$ cat src/rtl/mux_arb_pkg.sv
// Shared types and helpers for the 4-way mux arbiter.
// Used by the arbiter top, its interface and the picker.
package mux_arb_pkg;

  localparam int N_REQ = 4;
  localparam int ID_W  = 2;

  typedef enum logic {
    ST_IDLE  = 1'b0,
    ST_GRANT = 1'b1
  } state_e;

  function automatic logic [N_REQ-1:0] id2onehot(
    input logic [ID_W-1:0] id
  );
    logic [N_REQ-1:0] oh;
    oh     = '0;
    oh[id] = 1'b1;
    return oh;
  endfunction

endpackage

$ cat src/rtl/mux4_rr_arbiter_if.sv
// Requester/arbiter bundle for mux4_rr_arbiter.
// MUX_ARB_LOCK_EN adds the owner lock input.
interface mux4_rr_arbiter_if;
  import mux_arb_pkg::*;

  logic [N_REQ-1:0] req;
  logic [N_REQ-1:0] gnt;
  logic             s0;
  logic             s1;
  logic             busy;
  logic             out_vld;
  logic [ID_W-1:0]  out_id;
`ifdef MUX_ARB_LOCK_EN
  logic             lock;

  modport master (
    output req, lock,
    input  gnt, s0, s1, busy, out_vld, out_id
  );
  modport slave (
    input  req, lock,
    output gnt, s0, s1, busy, out_vld, out_id
  );
`else
  modport master (
    output req,
    input  gnt, s0, s1, busy, out_vld, out_id
  );
  modport slave (
    input  req,
    output gnt, s0, s1, busy, out_vld, out_id
  );
`endif

endinterface

$ cat src/rtl/mux4_rr_arbiter_rr_pick4.sv
// Rotating-priority picker: first set request from ptr_i upward,
// optionally skipping one excluded requester.
module rr_pick4
  import mux_arb_pkg::*;
(
  input  logic [N_REQ-1:0] req_i,
  input  logic [ID_W-1:0]  ptr_i,
  input  logic             excl_en_i,
  input  logic [ID_W-1:0]  excl_id_i,
  output logic             found_o,
  output logic [ID_W-1:0]  id_o
);

  logic [N_REQ-1:0] cand;

  assign cand = req_i
              & ~(excl_en_i ? id2onehot(excl_id_i) : '0);

  // Scan farthest-first so the nearest hit wins.
  always_comb begin
    found_o = 1'b0;
    id_o    = ptr_i;
    for (int k = N_REQ - 1; k >= 0; k--) begin
      if (cand[ptr_i + ID_W'(k)]) begin
        found_o = 1'b1;
        id_o    = ptr_i + ID_W'(k);
      end
    end
  end

endmodule

$ cat src/rtl/mux4_rr_arbiter.sv
// Round-robin owner of a pipelined 4:1 mux select with ID tags.
// Define MUX_ARB_LOCK_EN to let a locked owner outlast HOLD_MAX.
module mux4_rr_arbiter
  import mux_arb_pkg::*;
#(
  parameter int HOLD_MAX = 8,
  parameter int MUX_LAT  = 2,
  parameter int CNT_W    = 8
) (
  input logic              clk,
  input logic              rst_n,
  mux4_rr_arbiter_if.slave bus
);

  state_e           state_q;
  logic [N_REQ-1:0] gnt_q;
  logic [ID_W-1:0]  sel_q;
  logic [ID_W-1:0]  owner_q;
  logic [ID_W-1:0]  rr_ptr_q;
  logic [CNT_W-1:0] hold_q;
  logic             busy_q;
  logic [ID_W:0]    tag_q [MUX_LAT];

  logic [N_REQ-1:0] own_oh;
  logic             own_req;
  logic             others;
  logic             hold_end;
  logic             lock_hold;
  logic             expire;
  logic             rel;
  logic             in_grant;
  logic [ID_W-1:0]  pick_ptr;
  logic [ID_W-1:0]  pick_id;
  logic             found;

  assign in_grant = (state_q == ST_GRANT);
  assign own_oh   = id2onehot(owner_q);
  assign own_req  = |(bus.req & own_oh);
  assign others   = |(bus.req & ~own_oh);
  assign hold_end = (hold_q == CNT_W'(HOLD_MAX - 1));
`ifdef MUX_ARB_LOCK_EN
  assign lock_hold = own_req & bus.lock;
`else
  assign lock_hold = 1'b0;
`endif
  assign expire   = hold_end & others & ~lock_hold;
  assign rel      = ~own_req | expire;
  assign pick_ptr = in_grant ? owner_q + 2'd1 : rr_ptr_q;

  rr_pick4 u_pick (
    .req_i     (bus.req),
    .ptr_i     (pick_ptr),
    .excl_en_i (in_grant),
    .excl_id_i (owner_q),
    .found_o   (found),
    .id_o      (pick_id)
  );

  assign bus.gnt     = gnt_q;
  assign bus.s0      = sel_q[1];
  assign bus.s1      = sel_q[0];
  assign bus.busy    = busy_q;
  assign bus.out_vld = tag_q[MUX_LAT-1][ID_W];
  assign bus.out_id  = tag_q[MUX_LAT-1][ID_W-1:0];

  always_ff @(posedge clk) begin
    if (!rst_n) begin
      state_q  <= ST_IDLE;
      gnt_q    <= '0;
      sel_q    <= '0;
      owner_q  <= '0;
      rr_ptr_q <= '0;
      hold_q   <= '0;
      busy_q   <= 1'b0;
      for (int i = 0; i < MUX_LAT; i++) begin
        tag_q[i] <= '0;
      end
    end else begin
      // Tags trail the registered select by MUX_LAT.
      tag_q[0] <= {|gnt_q, owner_q};
      for (int i = 1; i < MUX_LAT; i++) begin
        tag_q[i] <= tag_q[i-1];
      end
      unique case (state_q)
        ST_IDLE: begin
          if (found) begin
            gnt_q   <= id2onehot(pick_id);
            sel_q   <= pick_id;
            owner_q <= pick_id;
            hold_q  <= '0;
            state_q <= ST_GRANT;
            busy_q  <= 1'b1;
          end
        end
        ST_GRANT: begin
          if (rel) begin
            rr_ptr_q <= owner_q + 2'd1;
            if (found) begin
              gnt_q   <= id2onehot(pick_id);
              sel_q   <= pick_id;
              owner_q <= pick_id;
              hold_q  <= '0;
            end else begin
              gnt_q   <= '0;
              state_q <= ST_IDLE;
              busy_q  <= 1'b0;
            end
          end else if (hold_end) begin
            if (!lock_hold) hold_q <= '0;
          end else begin
            hold_q <= hold_q + CNT_W'(1);
          end
        end
      endcase
    end
  end

endmodule

$ cat src/flat_wrapper.sv
// flat-port wrapper written by rule: the top's interface ports become plain ports
module mux4_rr_arbiter_flat import mux_arb_pkg::*;
#(
  parameter int HOLD_MAX = 8,
  parameter int MUX_LAT  = 2,
  parameter int CNT_W    = 8
)
  (clk, rst_n, bus_req, bus_gnt, bus_s0, bus_s1, bus_busy, bus_out_vld, bus_out_id);
  mux4_rr_arbiter_if bus_i ();
  input logic clk;
  input logic rst_n;
  input wire logic [$bits(bus_i.req)-1:0] bus_req;
  output wire logic [$bits(bus_i.gnt)-1:0] bus_gnt;
  output wire logic [$bits(bus_i.s0)-1:0] bus_s0;
  output wire logic [$bits(bus_i.s1)-1:0] bus_s1;
  output wire logic [$bits(bus_i.busy)-1:0] bus_busy;
  output wire logic [$bits(bus_i.out_vld)-1:0] bus_out_vld;
  output wire logic [$bits(bus_i.out_id)-1:0] bus_out_id;
  assign bus_i.req = bus_req;
  assign bus_gnt = bus_i.gnt;
  assign bus_s0 = bus_i.s0;
  assign bus_s1 = bus_i.s1;
  assign bus_busy = bus_i.busy;
  assign bus_out_vld = bus_i.out_vld;
  assign bus_out_id = bus_i.out_id;
  mux4_rr_arbiter #(.HOLD_MAX(HOLD_MAX), .MUX_LAT(MUX_LAT), .CNT_W(CNT_W)) u_core (.clk(clk), .rst_n(rst_n), .bus(bus_i));
endmodule
$ cat config.mk
export PLATFORM = sky130hd
export DESIGN_NAME = mux4_rr_arbiter_flat
export DESIGN_NICKNAME = d
export VERILOG_FILES = /design/src/rtl/mux_arb_pkg.sv /design/src/rtl/mux4_rr_arbiter_if.sv /design/src/rtl/mux4_rr_arbiter_rr_pick4.sv /design/src/rtl/mux4_rr_arbiter.sv /design/src/flat_wrapper.sv
export SDC_FILE = /design/constraint.sdc
export NUM_CORES = 1
export LEC_CHECK = 0
export BUFFER_PORTS_ARGS = -buffer_cell sky130_fd_sc_hd__buf_2
export CORE_MARGIN = 3
export CORE_UTILIZATION = 57
export CTS_BUF_LIST = sky130_fd_sc_hd__clkbuf_4 sky130_fd_sc_hd__clkbuf_8 sky130_fd_sc_hd__clkbuf_16
export DETAILED_ROUTE_END_ITERATION = 6
export PLACE_DENSITY_LB_ADDON = 0.05
export SLEW_MARGIN = 0
export SYNTH_ARGS = -nofsm -noshare
export SYNTH_HDL_FRONTEND = slang
export SYNTH_SLANG_ARGS = --single-unit
$ cat constraint.sdc
create_clock -name clk -period 2.3 [get_ports clk]
set_input_delay 0.345 -clock clk [delete_from_list [all_inputs] [get_ports clk]]
set_output_delay 0.345 -clock clk [all_outputs]
set_load 0.01 [all_outputs]
Yosys cells after proc, flatten, opt, wreduce, memory -nomap -nowiden --
Memories as Yosys holds them, arrays and structs flattened. Index checks and enable logic that the tools add are counted.
Storage, ports and cells: register bits 20, bits in latches 0, RAM bits 6, bits in read-only memories 0, input bits 6, output and inout port bits 10, word-level logic and storage cells 91, memories 1
Operators by class: add/subtract/negate cells 5, $mul 0, div/mod/pow operators 0, magnitude comparators 8, eq/ne operators 4, shifts and indexed selects 0, muxes and demuxes 47, bitwise logic cells 11, reductions and logical operators 8
Memories:
- u_core.tag_q | words 2, bits a word 3, read ports 2, clocked after memory_dff 0, wr ports 2, RTL line mux4_rr_arbiter.sv:22 | logic [ID_W:0] tag_q [MUX_LAT];
Operators with widths (count):
- $mux W8 | 3
- $lt A2 B3 Y1 const B | 6
- $mux W2 | 9
- $mux W1 | 17
- $mux W4 | 4
- $pmux W8 S2 | 1
- $and A4 B4 Y4 | 3
- $reduce_or A4 Y1 | 3
- $add A8 B1 Y8 const B | 1
- $bmux W1 S2 | 4
- $eq A8 B3 Y1 const B | 1
- $not A4 Y4 | 2
- $pmux W2 S2 | 2
- $pmux W4 S2 | 1
- $mux W3 | 2
- $add A2 B1 Y2 const B | 2
- $add A2 B2 Y2 const B | 2
- $demux W1 S2 | 2
- $ge A2 B1 Y1 const B | 2
- $ne A2 B2 Y1 const B | 2
- $pmux W1 S2 | 2
- $reduce_and A2 Y1 | 2
- $or A1 B1 Y1 | 3
- $reduce_and A3 Y1 | 1
- other kinds (4) | 6

Depth between registers and ports, before layout --
depth in word-level cells 20, gate-level depth with buffers 8, mapped depth without buffers 7

Cells and area by module --
A second synthesis with hierarchy kept.
Unflattened totals: cell total of the unflattened synthesis 159, area total of the unflattened synthesis 1346.3 sq um
By module, submodules not included:
- mux4_rr_arbiter | instances 1, cells an instance 127, area each 1141.1 sq um
- rr_pick4 | instances 1, cells an instance 32, area each 205.2 sq um

Worst setup path after synthesis --
No wires, ideal clock.
kind register to register, start point register u_core.sel_q[0] (netlist name), end point register u_core.gnt_q[0], in the netlist u_core.bus.gnt[0], arrival 1.810 ns, data required time 2.208 ns, slack 0.398 ns, cell stages (with the launch flop) 9, buffers on the path 1, clock period less this slack 1.902 ns, cell sequence dfxtp_1 > inv_1 > ha_1 > a22o_1 > o21a_1 > o21ai_2 > buf_4 > nand3_2 > o32ai_1
RTL lines:
- to (signal assigned) | RTL line mux4_rr_arbiter.sv:87 | gnt_q <= id2onehot(pick_id);
- to (signal assigned) | RTL line mux4_rr_arbiter.sv:99 | gnt_q <= id2onehot(pick_id);
- to (decl) | RTL line mux4_rr_arbiter.sv:16 | logic [N_REQ-1:0] gnt_q;

==> impl_results.md <==
- Post-placement cell count: between 150 and 200
- Largest net degree at the start of global routing: 16
- Boundary Pins: 16
- Max Clock Skew: 0.0101 ns
- Syn Area/Cell: 9.07 um^2
- WL per Instance: about 16 um
- Die height: between 50 and 60 um
- CTS clock-pin slew for the worst setup and hold paths: approximately 0.13 ns
- Seq/Total Area, Yosys: 0.348
- Highest net fanout along the worst path: 8
- Synth-to-layout area growth: 7.35%
- Worst Hold Depth: 2
- Max Cap Viol: 0
- Min cycle time layout: roughly 2.1 ns
- Final setup viols: 0
- First-pass GRT wire length: approximately 4900 um
- WL final: ~3100 um
- Met2 wire length: around 1300 um
- Wire length on met1: roughly 1600 um
- WP data required: around 2.5 ns
- Core Area: 2250 um^2
- CP max stage cell: dfxtp_1
- GPL Wtd Cong: 0.823
- Ant diodes: 0
- Power Density: about 820 nW/um^2
- CTS max path bufs: 2
- Final #Nets: about 180
- Worst Setup Path Type: flip-flop to flip-flop
- Main area contributors after synthesis: dfxtp_1 (35%), ha_1 (5.4%), o32ai_1 (3.8%), nor2_1 (3.0%), inv_1 (2.7%)
- FF-to-FF setup slack: 0.16 ns
- Die ar.: a little over 3000 um^2
- Gate Count Post-Synth: between 150 and 200
- Total congestion overflow: 0
- Crit path max-delay family: compound AO/OA/AOI/OAI gates
- Worst Tran Pin Value: roughly 0.54 ns
- Synth async-reset ratio: 0
- Cell chain of the critical path: inv_1, ha_1, o221ai_1, nor2_1, o32a_1, o32ai_1
- WP buf/inv: 1
- Clk sinks: 24
- Max-Slew Margin vs Limit: 0.636
- Final Power: 1.21 mW
- Number of synthesized flops with an enable pin: 0
- Worst EP arrival: about 2.4 ns
- ANT nets after route: 0
- Via-per-instance ratio: 6.34
- DR pass1 iterations: 4
- Warnings from Yosys: 0
- Num CTS Buffers: 3
- R2R Path End: u_core.bus.gnt[2]
- Final hold vios: 0
- Maximum VDD drop: between 0.0005 and 0.0006 V
- Distinct cell type count after synthesis: 52
- Setup crit start kind: flip-flop
- Mapped cell area: between 1000 and 1500 um^2
- DRT iter0 DRCs: 42
- Highest metal used: met4
- GRT Util Overall: 0.221
- Synth Register Bits: 24
- # DRC: 0
- Fraction of layout instances using a drive strength above 1: 0.195
- Endpoint class of the critical path: flip-flop
- Postcts setup bufs: 0
- Vias in the first global route: approximately 1,100
- CTS root buffer: clkbuf_4
- Hold path start: rst_n
- Launch point of the worst reg-to-reg path: u_core.sel_q[0]
- Layout Cells excl Fill: 192
- Row count: 17
- H-tree lvl count: 1
- Max Clock Freq: around 470 MHz
- Run status: completed
- Die width: approximately 55 um
- Final period utilization: 0.930
- Reg2Reg Depth: 6
- Post-synth top area share: 0.348
- Initial antenna violation count: 0
- Clock tree from TritonCTS: built
- Max Slew Vio Count: 0
- Wire length on met3: approximately 170 um
- Net Count, Synth: between 150 and 200
- Leading area contributor after synthesis: dfxtp_1
- Hold Slack: just under 0.4 ns
- Min-delay worst type: input port to flip-flop
- Initial Util: 0.612
- Hold Crit Endpoint: u_core.tag_q[0][4]
- Leakage power: 0.601 nW
- Later-pin clock latency in the skew report: 0.31 ns
- Worst stage delay on the critical path: approximately 0.46 ns
- Top_reg_cell synth: dfxtp_1
- Port bufs: 15
- Hpwl dp: 2210 um
- Vias post-DR: between 1,000 and 1,500
[final cells by class]
type | instances | area (um^2)
multi-input cells | 110 | 815
fillers | 192 | 774
flip-flops and latches | 24 | 480
repair buffers | 17 | 90.1
inverters | 10 | 37.5
well taps | 28 | 35.0
clock buffers | 3 | 22.5
[power breakdown]
| group | switching (mW) | internal, mW | leakage (nW) | total [mW] |
|---|---|---|---|---|
| logic | 0.300 | 0.212 | 0.391 | 0.512 |
| clock network | 0.119 | 0.0612 | 0.0138 | 0.180 |
| registers | 0.0416 | 0.477 | 0.196 | 0.519 |
| total | 0.461 | 0.751 | 0.601 | 1.21 |
[what timing repair did]
item                       4_1_cts  5_1_grt
resized for setup                0        1
hold buffers                     0        0
setup endpoints to repair        0        6
[synth_stat cells, types with 3 or more instances]
cell type,n
ha_1,6
nand2b_1,3
buf_4,3
mux2i_1,3
o32ai_1,6
inv_1,10
nor2_1,11
a21oi_1,6
nand2_1,8
dfxtp_1,24
and2_1,5
a311oi_1,3
nand3_1,7
a32o_1,3
a22o_1,4
[state kept, by name, summed over array words and instances (netlist names)]
register         cells
u_core.bus.gnt       4
u_core.tag_q         6
u_core.bus.busy      1
u_core.sel_q         2
u_core.in_grant      1
u_core.rr_ptr_q      2
u_core.hold_q        8
[cells by family after synthesis]
group	synth area share
compound gates	0.297
xor+xnor	0.0127
simple gates	0.191
fa+ha+maj	0.0544
buf+inv	0.0644
mux	0.0327
flops	0.348
[worst max-delay path by stage]
stage	slack [ns]	depth (start not counted)	from	to
finish	0.16	6	u_core.sel_q[0]	u_core.bus.gnt[2]
global route	-0.01	6	u_core.sel_q[0]	u_core.bus.gnt[3]
CTS	0.13	6	u_core.sel_q[0]	u_core.hold_q[6]
detailed placement	0.15	6	u_core.sel_q[0]	u_core.hold_q[6]
global placement	0.19	6	u_core.sel_q[0]	u_core.hold_q[3]
floorplan	0.40	8	u_core.sel_q[0]	u_core.bus.gnt[0]
[cells in the final DEF (no fill, tap or decap), drive strengths merged, types with 2 or more instances in the layout]
| cell | netlist | final |
|---|---|---|
| and3 | 2 | 2 |
| o32ai | 7 | 7 |
| a21oi | 6 | 6 |
| o21ai | 5 | 5 |
| a21boi | 3 | 3 |
| nand4 | 2 | 2 |
| mux2i | 3 | 3 |
| dfxtp | 24 | 24 |
| a32oi | 2 | 2 |
| ha | 6 | 6 |
| nor3 | 3 | 3 |
| a311oi | 3 | 3 |
| nand3 | 8 | 8 |
| nor2 | 11 | 11 |
| a21bo | 3 | 3 |
| a32o | 3 | 3 |
| or3 | 2 | 2 |
| a22o | 4 | 4 |
| and2 | 5 | 5 |
| o21a | 2 | 2 |
| xor2 | 2 | 2 |
| nand2b | 3 | 3 |
| nand2 | 8 | 8 |
| clkbuf | 2 | 3 |
| buf | 6 | 17 |
| inv | 10 | 10 |
[metrics by stage]
stage	utilization	TNS [ns]	area, um^2	setup slack (ns)
floorplan	-	0	1380	0.398
finish	0.656	0	1480	0.160
detailed placement	0.644	0	1450	0.146
global route	0.656	-0.0129	1480	-0.0129
CTS	0.654	0	1480	0.126
global placement	0.644	0	1450	0.192
[metal layers]
metal	GRT usage	vias to the layer above
met5	0	-
met2	0.329	40
met3	0.0349	4
met4	0.0850	0
met1	0.318	572
li1	-	602
(Power assumes the default switching activity.)
